[src/rtl/osd_arbiter.sv]
`default_nettype none
// ============================================================================
//  Module      : osd_arbiter
//  Description : Frame-synchronous arbiter between the ASCII file-browser OSD
//                and the MCU (u8g2) OSD layer. Ownership changes only on a
//                frame tick derived from vsync; every change of owner passes
//                through one blanked handover frame. An idle owner is revoked
//                after TIMEOUT_FRAMES frames without activity and is locked
//                out until it drops its request.
//
//  Parameters  : TIMEOUT_FRAMES - inactivity limit in frames, 0 = no timeout
//                                 (must be < 2**CNT_W)
//                CNT_W          - width of the inactivity frame counter
//
//  Ports       : clk      in   pixel clock
//                resetn   in   asynchronous active-low reset
//                vs_n     in   scandoubled vsync, active low, asynchronous
//                req_a    in   ASCII OSD requests the screen (level)
//                req_m    in   MCU OSD requests the screen (level)
//                act_a    in   ASCII activity pulse, one clk
//                act_m    in   MCU activity pulse, one clk
//                gnt_a    out  ASCII layer visible
//                gnt_m    out  MCU layer visible
//                blank    out  handover frame, both layers hidden
//                owner    out  00 none, 01 ASCII, 10 MCU, 11 handover
//                timeout  out  one-clk pulse when the owner is revoked
//
//  Revision    : 1.0 - initial release
// ============================================================================
module osd_arbiter #(
    parameter int TIMEOUT_FRAMES = 250,
    parameter int CNT_W          = 8
) (
    input  logic       clk,
    input  logic       resetn,
    input  logic       vs_n,
    input  logic       req_a,
    input  logic       req_m,
    input  logic       act_a,
    input  logic       act_m,
    output logic       gnt_a,
    output logic       gnt_m,
    output logic       blank,
    output logic [1:0] owner,
    output logic       timeout
);

    // State encoding equals the owner code, so owner is the state register.
    typedef enum logic [1:0] {
        ST_IDLE     = 2'b00,
        ST_GNT_A    = 2'b01,
        ST_GNT_M    = 2'b10,
        ST_HANDOVER = 2'b11
    } state_t;

    localparam bit             c_TO_EN   = (TIMEOUT_FRAMES != 0);
    localparam logic [CNT_W-1:0] c_TO_LAST =
        (TIMEOUT_FRAMES == 0) ? '0 : CNT_W'(TIMEOUT_FRAMES - 1);
    localparam logic [CNT_W-1:0] c_CNT_MAX = '1;

    // ------------------------------------------------------------------
    // vsync synchronizer and falling-edge detector
    // ------------------------------------------------------------------
    // Flops reset to 1 so that releasing reset with vsync high never looks
    // like a falling edge.
    logic r_vs_meta;
    logic r_vs_sync;
    logic r_vs_prev;
    logic w_frame_tick;

    always_ff @(posedge clk or negedge resetn) begin
        if (!resetn) begin
            r_vs_meta <= 1'b1;
            r_vs_sync <= 1'b1;
            r_vs_prev <= 1'b1;
        end else begin
            r_vs_meta <= vs_n;
            r_vs_sync <= r_vs_meta;
            r_vs_prev <= r_vs_sync;
        end
    end

    // Built only from flop outputs, so it is a clean one-clk pulse. The state
    // register and the outputs update on the edge that closes this pulse,
    // i.e. the third clk edge after vs_n is first sampled low.
    assign w_frame_tick = r_vs_prev & ~r_vs_sync;

    // ------------------------------------------------------------------
    // Arbitration
    // ------------------------------------------------------------------
    state_t             r_state;
    state_t             w_state_next;
    logic [CNT_W-1:0]   r_cnt;
    logic               r_lock_a;
    logic               r_lock_m;
    logic               r_gnt_a;
    logic               r_gnt_m;
    logic               r_blank;
    logic               r_timeout;

    logic w_in_gnt;
    logic w_owner_act;
    logic w_elig_a;
    logic w_elig_m;
    logic w_timeout;

    assign w_in_gnt    = (r_state == ST_GNT_A) || (r_state == ST_GNT_M);
    // Only the current owner's activity keeps it alive.
    assign w_owner_act = ((r_state == ST_GNT_A) && act_a) ||
                         ((r_state == ST_GNT_M) && act_m);
    assign w_elig_a    = req_a & ~r_lock_a;
    assign w_elig_m    = req_m & ~r_lock_m;
    // Activity on the tick edge counts as a counter clear, which beats expiry.
    assign w_timeout   = c_TO_EN && w_frame_tick && w_in_gnt &&
                         (r_cnt == c_TO_LAST) && !w_owner_act;

    always_ff @(posedge clk or negedge resetn) begin
        if (!resetn) begin
            r_state <= ST_IDLE;
        end else begin
            r_state <= w_state_next;
        end
    end

    always_comb begin
        w_state_next = r_state;
        if (w_frame_tick) begin
            case (r_state)
                ST_IDLE, ST_HANDOVER: begin
                    // MCU has priority over ASCII when both are eligible.
                    if (w_elig_m) begin
                        w_state_next = ST_GNT_M;
                    end else if (w_elig_a) begin
                        w_state_next = ST_GNT_A;
                    end else begin
                        w_state_next = ST_IDLE;
                    end
                end
                ST_GNT_A: begin
                    if (!req_a || w_timeout || w_elig_m) begin
                        w_state_next = ST_HANDOVER;
                    end
                end
                ST_GNT_M: begin
                    // ASCII never preempts the MCU layer.
                    if (!req_m || w_timeout) begin
                        w_state_next = ST_HANDOVER;
                    end
                end
                default: w_state_next = ST_IDLE;
            endcase
        end
    end

    // Inactivity counter: zero outside a grant (hence zero on entry to one),
    // cleared by owner activity, counts ticks and saturates.
    always_ff @(posedge clk or negedge resetn) begin
        if (!resetn) begin
            r_cnt <= '0;
        end else if (!w_in_gnt || w_owner_act) begin
            r_cnt <= '0;
        end else if (c_TO_EN && w_frame_tick && (r_cnt != c_CNT_MAX)) begin
            r_cnt <= r_cnt + 1'b1;
        end
    end

    // A revoked owner stays ineligible until its request is seen low.
    // Setting has priority; a simultaneously low request clears it next clk.
    always_ff @(posedge clk or negedge resetn) begin
        if (!resetn) begin
            r_lock_a <= 1'b0;
            r_lock_m <= 1'b0;
        end else begin
            if (!req_a) begin
                r_lock_a <= 1'b0;
            end
            if (!req_m) begin
                r_lock_m <= 1'b0;
            end
            if (w_timeout && (r_state == ST_GNT_A)) begin
                r_lock_a <= 1'b1;
            end
            if (w_timeout && (r_state == ST_GNT_M)) begin
                r_lock_m <= 1'b1;
            end
        end
    end

    // Registered decodes of the next state keep the grant lines glitch-free
    // and exactly in step with owner.
    always_ff @(posedge clk or negedge resetn) begin
        if (!resetn) begin
            r_gnt_a   <= 1'b0;
            r_gnt_m   <= 1'b0;
            r_blank   <= 1'b0;
            r_timeout <= 1'b0;
        end else begin
            r_gnt_a   <= (w_state_next == ST_GNT_A);
            r_gnt_m   <= (w_state_next == ST_GNT_M);
            r_blank   <= (w_state_next == ST_HANDOVER);
            r_timeout <= w_timeout;
        end
    end

    assign gnt_a   = r_gnt_a;
    assign gnt_m   = r_gnt_m;
    assign blank   = r_blank;
    assign owner   = r_state;
    assign timeout = r_timeout;

endmodule
`default_nettype wire

[config.mk]
export PLATFORM = sky130hd
export DESIGN_NAME = osd_arbiter
export DESIGN_NICKNAME = d
export VERILOG_FILES = /design/src/rtl/osd_arbiter.sv
export SDC_FILE = /design/constraint.sdc
export NUM_CORES = 1
export LEC_CHECK = 0
export ABC_AREA = 1
export ABC_CLOCK_PERIOD_IN_PS = 2000
export BUFFER_PORTS_ARGS = -buffer_cell sky130_fd_sc_hd__buf_4
export CORE_MARGIN = 2
export CORE_UTILIZATION = 55
export CTS_CLUSTER_DIAMETER = 80
export DETAILED_ROUTE_END_ITERATION = 8
export GPL_ROUTABILITY_DRIVEN = 0
export GPL_TIMING_DRIVEN = 0
export PLACE_DENSITY = 0.78
export SYNTH_ARGS = -nofsm -noshare
export SYNTH_HDL_FRONTEND = slang
export SYNTH_SLANG_ARGS = --single-unit
[constraint.sdc]
create_clock -name clk -period 2 [get_ports clk]
set_input_delay 0.1 -clock clk [delete_from_list [all_inputs] [get_ports clk]]
set_output_delay 0.1 -clock clk [all_outputs]
set_load 0.02 [all_outputs]
# Word level (Yosys, flattened, before mapping)
# Index checks and enable logic that the tools add are counted.
[classes] n_addsub=1 n_eq_ne=10 mux=12 bitwise_logic=6 n_reduce_logical=21
[op_table] operator="8-bit 2-to-1 mux" count=2
[op_table] operator="8-bit by 1-bit adder with 8-bit output (second input constant)" count=1
[op_table] operator="2-bit equality test (second input constant)" count=4
[op_table] operator="8-bit equality test (second input constant)" count=1
[op_table] operator="1-bit logical AND" count=8
[op_table] operator="2-bit 2-to-1 mux" count=4
[op_table] operator="8-bit inequality test (second input constant)" count=1
[op_table] operator="1-bit logical OR" count=6
[op_table] operator="2-bit case mux with 3 select lines" count=1
[op_table] operator="1-bit 2-to-1 mux" count=5
[op_table] operator="2-bit by 1-bit equality test with 1-bit output (second input constant)" count=2
[op_table] operator="1-bit zero test" count=4
[op_table] operator="2-bit by 1-bit inequality test with 1-bit output (second input constant)" count=2
[op_table] operator="1-bit bitwise AND" count=3
[op_table] operator="1-bit inverter" count=3
[op_table] operator="2-bit zero test" count=1
[op_table] operator="2-bit nonzero test" count=1
[op_table] operator="2-bit OR reduction" count=1
[word_totals] reg_bits=19 inputBits=7 output_inout_bits=6 wordCells=61

# Logic depth before layout (Yosys ltp)
# Gate-level depths: netlist of the first run.
[depth] word_depth=11 ltp_mapped=12 depth_no_buf=12

# Least setup slack after synthesis of the first run
# Ideal clock, no wire load.
[synth_path] kind="register to register" start="reg r_state[0], in the netlist owner[0]" end="reg r_gnt_a, in the netlist gnt_a" setup_ns=0.121 arrival_time_ns=1.628 t_required_ns=1.879 slack_ns=0.250 path_stages_with_launch=11 path_buffers=0 period_less_slack_ns=1.750 path_cell_list="dfrtp_1 > inv_1 > ha_1 > inv_1 > nand3_2 > nor2_1 > nand3_1 > nand2_1 > nand2_1 > o21ai_1 > nor2_1"
[synth_between] elab_chain_cells=11 word_cells_on_any_way=21 cone_classes="4 x eq/ne; 4 x mux; 13 x reduce/logical"
[synth_lines] item="start, declared" line_no="91" rtl="state_t r_state;"
[synth_lines] item="start signal, assigned" line_no="121" rtl="r_state <= w_state_next;"
[synth_lines] item="2-bit by 1-bit equality test with 1-bit output / 2-bit equality test (equally long branches)"
[synth_lines] item="1-bit logical OR (tied with other cells)" line_no="107" rtl="assign w_in_gnt = (r_state == ST_GNT_A) || (r_state == ST_GNT_M);"
[synth_lines] item="1-bit logical AND / 1-bit logical OR (equally long branches)" line_no="114, 109"
[synth_lines] item="1-bit logical AND / 1-bit zero test (equally long branches)" line_no="114, 115"
[synth_lines] item="1-bit logical AND" line_no="115" rtl="(r_cnt == c_TO_LAST) && !w_owner_act;"
[synth_lines] item="1-bit logical OR (2 in a row)" line_no="140" rtl="if (!req_a || w_timeout || w_elig_m) begin"
[synth_lines] item="2-bit 2-to-1 mux" line_no="140"
[synth_lines] item="2-bit case mux with 3 select lines *" line_no="128" rtl="case (r_state)"
[synth_lines] item="2-bit 2-to-1 mux *" line_no="127" rtl="if (w_frame_tick) begin"
[synth_lines] item="named net w_state_next[1]" line_no="92" rtl="state_t w_state_next;"
[synth_lines] item="2-bit by 1-bit equality test with 1-bit output *" line_no="198" rtl="r_gnt_a <= (w_state_next == ST_GNT_A);"
[synth_lines] item="end signal, assigned" line_no="198"
[synth_lines] item="end, declared" line_no="96" rtl="logic r_gnt_a;"
# The timed path passes the listed nets; every way through them passes the cells marked *.
# A chain may end at the register's enable or synchronous reset.

# Worst setup path after layout of the first run
[layout_path] start="reg r_state[0], in the netlist owner[0]" end="reg r_gnt_a, in the netlist gnt_a"
[layout_between] elab_chain_cells=11 word_cells_on_any_way=21 cone_classes="4 x eq/ne; 4 x mux; 13 x reduce/logical"
[layout_lines] item="2-bit by 1-bit equality test with 1-bit output / 2-bit equality test (equally long branches)"
[layout_lines] item="1-bit logical OR (tied with other cells)" line_no="107"
[layout_lines] item="1-bit logical AND / 1-bit logical OR (equally long branches)" line_no="114, 109"
[layout_lines] item="1-bit logical AND / 1-bit zero test (equally long branches)" line_no="114, 115"
[layout_lines] item="1-bit logical AND" line_no="115"
[layout_lines] item="1-bit logical OR (2 in a row)" line_no="140"
[layout_lines] item="2-bit 2-to-1 mux" line_no="140"
[layout_lines] item="2-bit case mux with 3 select lines" line_no="128"
[layout_lines] item="2-bit 2-to-1 mux *" line_no="127"
[layout_lines] item="2-bit by 1-bit equality test with 1-bit output *" line_no="198"
# Every way passes the cells marked *; elsewhere a longest branch is shown, timed or not.

==> metrics, run 1 <==
status=finished, final reports clean; Residual DRC=0; Total Wirelength=1740 µm; initial DRC count=12; clk slew on worst S/H paths=100 ps; CP Capture Type=flip-flop; R2R cell count=11; Hold Crit Start=req_m; CP required=2240 ps; later-pin clock latency in the skew report=300 ps; Post-synth EDFFs=0; # setup viols final=0; CP Launch Type=flip-flop; post-synthesis xor/xnor area fraction=3.57%; top cell type's share of synthesized area=40.8%; worst slew pin tran=232 ps; GR Util All Layers=19.7%; Endpoint, Worst Hold=r_lock_m; Power Dens Cells=1120 nW/µm²; R2R Path End=gnt_a; FF-to-FF Start=owner[0]; leak pwr=0.551 nW; Tmin final=1730 ps; Top Ports=13; fmax=578 MHz; Post-CTS Setup Inserts=0; share of cells above drive strength 1=25.0%; CTS Buf Count=3; yosys warns=0; dpl cells=147; mean post-synth cell area=8.92 µm²; Worst Hold Path Cells=3; vias in the first global route=765; commonest non-fill, non-tap cell in the layout=nand2_1; CP max FO=8; Die W=46.2 µm; post-synthesis cell area=981 µm²; internal reg-to-reg setup slack=270 ps; FP Rows=15; total die area=2140 µm²; Worst Clk Skew=0.907 ps; largest family of logic cells by synthesized area=simple AND/OR/NAND/NOR gates; Final ANT Viol Nets=0; RSZ-0062 raised after global routing=false; final hold vios=0; worst min path class=input pin to flip-flop; complex-gate fraction of the synthesized area=10.2%; mux contribution to synthesized area=0%; Slew Limit Fails=0; H-Tree Depth=1; DRT Pass-1 Iters=4; Syn Nets=123; CTS root buf=clkbuf_4; Nets=142; Mapped Cells=110; Final HPWL DP=1310 µm; Simple-Gate Fraction of Synth Area=24.4%; register bit total from synthesis=19; CTS tree=built; FFs w/ async S/R, synth=100%; Sum Neg Setup Slack=0 ps; first-pass GRT wire length=2930 µm; Distinct cells, synth=26; clock buffer depth=2; largest net degree at the start of global routing=20; Vias/cell=5.03; Max Cap Viol=0; IO Port Bufs=12; Initial Util=57.4%; commonest non-fill, non-tap cells in the layout=nand2_1 (23), dfrtp_1 (16), buf_4 (12); crit path DAT=1970 ps; Peak VDD IR=0.723 mV; core area=1710 µm²; WS Path Type=flip-flop to flip-flop; fin crit share=86.4%; Die Height=46.2 µm; antenna cells=0; Post-Layout Cell Count=153; initial antenna violation count=0; most used flip-flop cell after synthesis=dfrtp_1; area leader, netlist=dfrtp_1; top cells by area, synth=dfrtp_1 (41%), nand2_1 (8.8%), dfstp_2 (8.0%); Slew HR=84.4%; Avg WL per Cell=11.3 µm; total gr overflow=0; Layout area overhead=18.1%; clock sinks=19; Seq/Total Area, Yosys=48.9%; routed vias=769; Post-Synth Adder-Cell Area=7.65%
-- critical path, stage by stage (launching register included) --
cell	delay, ps
dfrtp_1	400
inv_1	110
ha_1	340
inv_2	100
nand3_4	130
nor2_2	120
nand3_1	100
nand2_1	70
nand2_1	40
nand2_1	80
nand2_1	90
nor2_1	90
-- final cells by class --
cell class	instances	area, µm²
fill	138	549
sequential	19	479
multi-input combinational	77	459
timing repair buffer	14	110
inverter	14	52.6
tap	25	31.3
clock buffer	4	26.3
-- power breakdown --
part / switching (W) / internal, W
Clock: 0.000114 / 0.0000778
Sequential: 0.0000531 / 0.000454
Combinational: 0.000369 / 0.000227
Total: 0.000536 / 0.000759
-- per-stage QoR --
step	util [%]	area, µm²	power, W	setup WS, ps	hold WS [ps]
after floorplan	-	981	0.000892	250	-196
after global placement	64.5	1100	0.00105	182	-18.9
after detailed placement	64.5	1100	0.00108	148	-14.5
after CTS	67.3	1150	0.00128	126	3.58
after global routing	67.8	1160	0.00141	50.8	13.2
final	67.8	1160	0.00129	271	17.1
-- cell usage after synthesis (all sizes together) (2+ instances only) --
cell,number
nand2,25
dfrtp,16
nor2,15
inv,14
a21oi,9
nand3,7
ha,6
dfstp,3
o21ai,3
xnor2,2
xor2,2
-- per-layer routing --
metal  vias to the layer above  global-route usage (%)  share of wire, %
li1                        386                       -                 -
met1                       367                    21.2                43
met2                        14                    35.6                52
met3                         2                    2.35               3.4
met4                         0                    12.6               1.4
met5                         -                       0                 0
-- worst max path at each step --
stage | end | from | cells past startpoint
floorplan | gnt_a | owner[0] | 10
global placement | gnt_a | owner[0] | 11
detailed placement | gnt_a | owner[0] | 11
CTS | gnt_a | owner[0] | 11
global route | gnt_a | owner[0] | 11
finish | gnt_a | owner[0] | 11
-- flip-flops by register name, summed over array words and instances, names as in the netlist --
name,flops
gnt_a,1
owner,2
r_lock_a,1
blank,1
r_cnt,8
timeout,1
r_lock_m,1
r_vs_sync,1
r_vs_prev,1
r_vs_meta,1
gnt_m,1
-- repair_timing --
item,in CTS,in global routing
hold buffers,2,0
hold endpoints to repair,20,0
endpoints found under the setup margin,0,4
gates resized for setup,0,3
-- cells by family after synthesis --
kind of cell	Yosys count
buffers and inverters	14
flip-flops	19
adder cells (fa/ha/maj)	6
AND/OR/NAND/NOR	51
AO/OA/AOI/OAI	16
XOR/XNOR	4
No activity file was read; power rests on OpenSTA's default activity.
==> run 2, diff against run 1 <==
--- a/config.mk
+++ b/config.mk
@@ -8,13 +8,16 @@
 export ABC_AREA = 1
 export ABC_CLOCK_PERIOD_IN_PS = 2000
 export BUFFER_PORTS_ARGS = -buffer_cell sky130_fd_sc_hd__buf_4
+export CELL_PAD_IN_SITES_DETAIL_PLACEMENT = 0
+export CELL_PAD_IN_SITES_GLOBAL_PLACEMENT = 2
 export CORE_MARGIN = 2
-export CORE_UTILIZATION = 55
+export CORE_UTILIZATION = 33
 export CTS_CLUSTER_DIAMETER = 80
 export DETAILED_ROUTE_END_ITERATION = 8
 export GPL_ROUTABILITY_DRIVEN = 0
 export GPL_TIMING_DRIVEN = 0
-export PLACE_DENSITY = 0.78
+export HOLD_SLACK_MARGIN = 0.1
+export PLACE_DENSITY = 0.76
 export SYNTH_ARGS = -nofsm -noshare
 export SYNTH_HDL_FRONTEND = slang
 export SYNTH_SLANG_ARGS = --single-unit
==> run 2 against run 1 <==
  * Hold slack gained 140 ps
  * Global-route usage shrank 6.5 points
  * Fmax shrank 5.1%
  * Sequential power is essentially flat
  * Critical path depth is the same
  * Clock skew is essentially flat
  * Clock-buffer cell count is the same
  * Worst setup slack lost 93 ps
  * Final area grew 2.8%
  * Combinational power grew 4.0%
  * Routed wire length grew 14%
  * Sequential share of layout area shrank 1.1 points
==> metrics, run 2 (synthesized netlist as in run 1, its figures left out) <==
status=finished, final reports clean (unchanged); WS Path Type=flip-flop to flip-flop (unchanged); Power Dens Cells=1110 nW/µm² (was 1120 nW/µm²); first-pass GRT wire length=3350 µm (was 2930 µm); R2R cell count=11 (unchanged); Sum Neg Setup Slack=0 ps (unchanged); IO Port Bufs=12 (unchanged); Die W=58.5 µm (was 46.2 µm); DRT Pass-1 Iters=4 (unchanged); Net Sw Power=0.000554 W (was 0.000536 W); Total Wirelength=1980 µm (was 1740 µm); Max Cap Viol=0 (unchanged); worst min path class=input pin to flip-flop (unchanged); later-pin clock latency in the skew report=300 ps (about the same); routed vias=775 (was 769); placed instance area=1110 µm² (was 1100 µm²); Worst Hold Path Cells=4 (was 3); initial antenna violation count=0 (unchanged); Layout area overhead=21.4% (was 18.1%); total die area=3420 µm² (was 2140 µm²); Vias/cell=4.78 (was 5.03); fmax=549 MHz (was 578 MHz); Biggest register=r_cnt (unchanged); Slew HR=81.7% (was 84.4%); vias in the first global route=754 (was 765); final hold vios=0 (unchanged); commonest non-fill, non-tap cells in the layout=nand2_1 (23), dfrtp_1 (16), buf_4 (13) (was nand2_1 (23), dfrtp_1 (16), buf_4 (12)); clock share of power=15.2% (was 14.8%); # setup viols final=0 (unchanged); dpl cells=153 (was 147); Avg WL per Cell=12.2 µm (was 11.3 µm); cell area after layout=1190 µm² (was 1160 µm²); Die Height=58.5 µm (was 46.2 µm); total gr overflow=0 (unchanged); crit path DAT=2060 ps (was 1970 ps); Largest register FFs=8 (unchanged); Final HPWL DP=1460 µm (was 1310 µm); CTS Buf Count=3 (unchanged); internal power=0.000771 W (was 0.000759 W); Slew Limit Fails=0 (unchanged); CP max FO=8 (unchanged); Comb pwr share=46.8% (was 46.0%); Nets=145 (was 142); antenna cells=0 (unchanged); GR Util All Layers=13.2% (was 19.7%); Power Total=0.00133 W (was 0.00129 W); largest net degree at the start of global routing=20 (unchanged); Peak VDD IR=0.644 mV (was 0.723 mV); CP Launch Type=flip-flop (unchanged); worst slew pin tran=274 ps (was 232 ps); clock buffer depth=2 (unchanged); CP Capture Type=flip-flop (unchanged); share of cells above drive strength 1=24.4% (was 25.0%); Final ANT Viol Nets=0 (unchanged); Initial Util=35.3% (was 57.4%); CTS tree=built (unchanged); initial DRC count=16 (was 12); RSZ-0062 raised after global routing=false (unchanged); Residual DRC=0 (unchanged); leak pwr=0.565 nW (was 0.551 nW); core area=2780 µm² (was 1710 µm²); Worst Hold Margin=162 ps (was 17.1 ps); clock sinks=19 (unchanged); CTS root buf=clkbuf_4 (unchanged); FP Rows=19 (was 15); H-Tree Depth=1 (unchanged); CP required=2240 ps (about the same); Worst Clk Skew=1.38 ps (was 0.907 ps); commonest non-fill, non-tap cell in the layout=nand2_1 (unchanged); clk slew on worst S/H paths=110 ps (was 100 ps); Tmin final=1820 ps (was 1730 ps); Switching Share=41.8% (was 41.4%); Post-Layout Cell Count=162 (was 153); fin crit share=91.1% (was 86.4%); Top Ports=13 (unchanged); register share of total power=38.0% (was 39.2%)
run 2: cell types whose count changed in the layout (fill, tap and decap cells not counted), sizes merged:
cell	previous run	this run
buf	12	13
dlygate4sd3	2	4
run 2: cell type report:
class	instances	area, µm²
fillers	291	1590
flip-flops and latches	19	479
multi-input cells	77	457
repair buffers	17	138
inverters	14	52.6
well taps	31	38.8
clock buffers	4	26.3
run 2: metrics by stage:
| step | utilization (%) | worst slack, ps |
|---|---|---|
| 6_report | 42.8 | 178 |
| 2_1_floorplan | - | 250 |
| 3_5_place_dp | 39.9 | 63.5 |
| 3_3_place_gp | 39.9 | 56.8 |
| 5_1_grt | 42.8 | 34.4 |
| 4_1_cts | 42.3 | 29.8 |
run 2: path summary, 6_finish.rpt:
path | from | slack (ps) | end
max in group asynchronous | resetn | 1540 | r_vs_meta
min in group asynchronous | resetn | 190 | owner[0]
hold reg to reg | r_vs_meta | 360 | r_vs_sync
hold / removal | act_a | 160 | r_cnt[0]
setup / recovery | owner[0] | 180 | blank
setup reg to reg | owner[0] | 180 | blank
run 2: layer usage:
metal / track usage [%] / routed length [µm] / up-vias / part of all wire, %
met2: 20.9 / 939 / 10 / 47
met5: 0 / 0 / - / 0
met3: 2.64 / 65 / 4 / 3.3
li1: - / - / 391 / -
met4: 5.98 / 25 / 0 / 1.3
met1: 17.3 / 953 / 370 / 48
run 2: power by group through the flow:
| stage | clock network [W] | registers [W] | logic [W] |
|---|---|---|---|
| floorplan | 0 | 0.000567 | 0.000325 |
| global placement | 0 | 0.000513 | 0.000575 |
| detailed placement | 0 | 0.000515 | 0.000572 |
| CTS | 0.000207 | 0.000507 | 0.000585 |
| global route | 0.000227 | 0.000514 | 0.000697 |
| finish | 0.000201 | 0.000504 | 0.000620 |
run 2: timing repair:
| action | CTS | global route |
|---|---|---|
| endpoints found under the hold margin | 22 | 0 |
| resized for setup | 0 | 2 |
| buffers inserted | 0 | 1 |
| hold buffers | 4 | 0 |
| endpoints found under the setup margin | 0 | 4 |
run 2: worst max-delay path: stages (launching register included):
cell and delay (ps):
dfrtp_1 400, inv_1 100, ha_1 340, inv_2 100, nand3_4 130, nor2_1 150
nand3_1 110, nand2_1 80, nand2_1 50, nand2_1 90, nand2_1 100, nor2_1 100
==> run 3, diff against run 2 <==
--- a/config.mk
+++ b/config.mk
@@ -7,17 +7,18 @@
 export LEC_CHECK = 0
 export ABC_AREA = 1
 export ABC_CLOCK_PERIOD_IN_PS = 2000
-export BUFFER_PORTS_ARGS = -buffer_cell sky130_fd_sc_hd__buf_4
 export CELL_PAD_IN_SITES_DETAIL_PLACEMENT = 0
 export CELL_PAD_IN_SITES_GLOBAL_PLACEMENT = 2
+export CORE_ASPECT_RATIO = 1.4
 export CORE_MARGIN = 2
-export CORE_UTILIZATION = 33
+export CORE_UTILIZATION = 37
 export CTS_CLUSTER_DIAMETER = 80
 export DETAILED_ROUTE_END_ITERATION = 8
+export DONT_BUFFER_PORTS = 1
 export GPL_ROUTABILITY_DRIVEN = 0
 export GPL_TIMING_DRIVEN = 0
 export HOLD_SLACK_MARGIN = 0.1
-export PLACE_DENSITY = 0.76
+export PLACE_DENSITY = 0.77
 export SYNTH_ARGS = -nofsm -noshare
 export SYNTH_HDL_FRONTEND = slang
 export SYNTH_SLANG_ARGS = --single-unit
==> run 3 against run 2 <==
  * Utilization is 1.2 points higher
  * First-iteration DRC count is 88% lower
  * Critical path depth stayed put
  * Total power is 6.8% lower
  * Clock skew is 4.2 ps higher
  * Sequential share of layout area is 2.5 points higher
  * Fmax is 1.2% higher
  * Critical endpoint unchanged
  * Global-route usage is 2.2 points higher
  * Largest power group is now sequential cells
  * Critical path type unchanged
==> metrics, run 3 (synthesized netlist as in run 1, its figures left out) <==
worst setup path start=owner[0] (unchanged); CP Capture Type=flip-flop (unchanged); Hold Crit Start=req_m (was act_a); Power Total=0.00123 W (was 0.00133 W); FP Rows=22 (was 19); Residual DRC=0 (unchanged); fmax=555 MHz (was 549 MHz); commonest non-fill, non-tap cell in the layout=nand2_1 (unchanged); Post-CTS Setup Inserts=0 (unchanged); leak pwr=0.508 nW (was 0.565 nW); CP max FO=8 (unchanged); DRT Pass-1 Iters=2 (was 4); clock share of power=15.9% (was 15.2%); CTS Buf Count=3 (unchanged); register share of total power=46.8% (was 38.0%); CP required=2240 ps (about the same); later-pin clock latency in the skew report=300 ps (about the same); IO Port Bufs=0 (was 12); clock sinks=19 (unchanged); Total Wirelength=1930 µm (was 1980 µm); fin crit share=90.0% (was 91.1%); H-Tree Depth=1 (unchanged); CTS tree=built (unchanged); total gr overflow=0 (unchanged); Die Height=64.9 µm (was 58.5 µm); first-pass GRT wire length=3350 µm (unchanged); Layout area overhead=14.8% (was 21.4%); Initial Util=38.3% (was 35.3%); routed vias=727 (was 775); Max Cap Viol=0 (unchanged); clk slew on worst S/H paths=110 ps (about the same); Die W=47.5 µm (was 58.5 µm); Net Sw Power=0.000541 W (was 0.000554 W); Nets=134 (was 145); Switching Share=43.8% (was 41.8%); commonest non-fill, non-tap cells in the layout=nand2_1 (23), dfrtp_1 (14), inv_1 (10), nor2_1 (10), a21oi_1 (8) (was nand2_1 (23), dfrtp_1 (16), buf_4 (13)); status=finished, final reports clean (unchanged); initial antenna violation count=0 (unchanged); fin util=44.0% (was 42.8%); Avg WL per Cell=12.4 µm (was 12.2 µm); Vias/cell=4.66 (was 4.78); Slew Limit Fails=0 (unchanged); RSZ-0062 raised after global routing=false (unchanged); FF-to-FF Start=owner[0] (unchanged); initial DRC count=2 (was 16); Peak VDD IR=0.428 mV (was 0.644 mV); antenna cells=0 (unchanged); final hold vios=0 (unchanged); internal power=0.000694 W (was 0.000771 W); GR Util All Layers=15.3% (was 13.2%); Biggest register=r_cnt (unchanged); Slew HR=41.6% (was 81.7%); total die area=3080 µm² (was 3420 µm²); clock buffer depth=2 (unchanged); core area=2560 µm² (was 2780 µm²); Comb pwr share=37.3% (was 46.8%); Final ANT Viol Nets=0 (unchanged); vias in the first global route=781 (was 754); Worst Clk Skew=5.53 ps (was 1.38 ps); Power Dens Cells=1100 nW/µm² (was 1110 nW/µm²); largest net degree at the start of global routing=20 (unchanged); worst slew pin tran=874 ps (was 274 ps); CP Launch Type=flip-flop (unchanged); Final HPWL DP=1460 µm (about the same); Tmin final=1800 ps (was 1820 ps); Top Ports=13 (unchanged); # setup viols final=0 (unchanged); WS Path Type=flip-flop to flip-flop (unchanged); crit path DAT=2040 ps (was 2060 ps); worst min path class=input pin to flip-flop (unchanged); CTS root buf=clkbuf_4 (unchanged); Largest register FFs=8 (unchanged); share of cells above drive strength 1=20.0% (was 24.4%)
run 3: path summary, 6_finish.rpt:
kind | to | slack, ps | depth (start not counted)
hold reg to reg | r_vs_sync | 360 | 0
setup / recovery | blank | 200 | 11
min in group asynchronous | r_lock_m | 340 | 1
setup reg to reg | blank | 200 | 11
hold / removal | owner[1] | 170 | 4
max in group asynchronous | owner[0] | 1050 | 1
run 3: repair_timing:
| item | 4_1_cts | 5_1_grt |
|---|---|---|
| gates resized for setup | 2 | 4 |
| endpoints found under the setup margin | 5 | 4 |
| endpoints found under the hold margin | 28 | 0 |
| hold buffers | 6 | 0 |
| pin swaps | 0 | 1 |
run 3: power by group through the flow:
stage	logic, W	registers [W]	clock network (W)
6_report	0.000460	0.000578	0.000197
5_1_grt	0.000531	0.000590	0.000229
4_1_cts	0.000474	0.000577	0.000210
3_5_place_dp	0.000426	0.000583	0
3_3_place_gp	0.000423	0.000583	0
2_1_floorplan	0.000325	0.000567	0
run 3: area by class of cell:
| cell class | instances | area, µm² |
|---|---|---|
| well taps | 36 | 45.0 |
| inverters | 14 | 52.6 |
| fillers | 279 | 1430 |
| clock buffers | 3 | 22.5 |
| repair buffers | 6 | 60.1 |
| clock inverters | 1 | 5.00 |
| flip-flops and latches | 19 | 482 |
| multi-input cells | 77 | 459 |
run 3: routing by layer:
metal  vias to the layer above  share of wire, %  track usage, %
li1                        375                 -               -
met1                       336                42            16.4
met2                        12                53            27.0
met3                         4               3.4            2.79
met4                         0               1.9            7.29
met5                         -                 0               0
run 3: worst max-delay path, stage by stage (launching register included):
cell	delay, ps
dfrtp_2	480
inv_2	80
ha_1	330
inv_2	100
nand3_4	130
nor2_2	120
nand3_1	110
nand2_1	70
nand2_1	40
nand2_1	90
nand2_1	90
nor2_1	90
run 3: stage by stage:
step / hold slack, ps / cells / instance area (µm²) / setup TNS, ps / worst slack (ps)
floorplan: -196 / 110 / 981 / 0 / 250
global placement: -195 / 146 / 1030 / -305 / -102
detailed placement: -195 / 146 / 1030 / -335 / -115
CTS: 167 / 156 / 1120 / 0 / 22.3
global route: 201 / 156 / 1130 / 0 / 18.8
finish: 167 / 156 / 1130 / 0 / 200
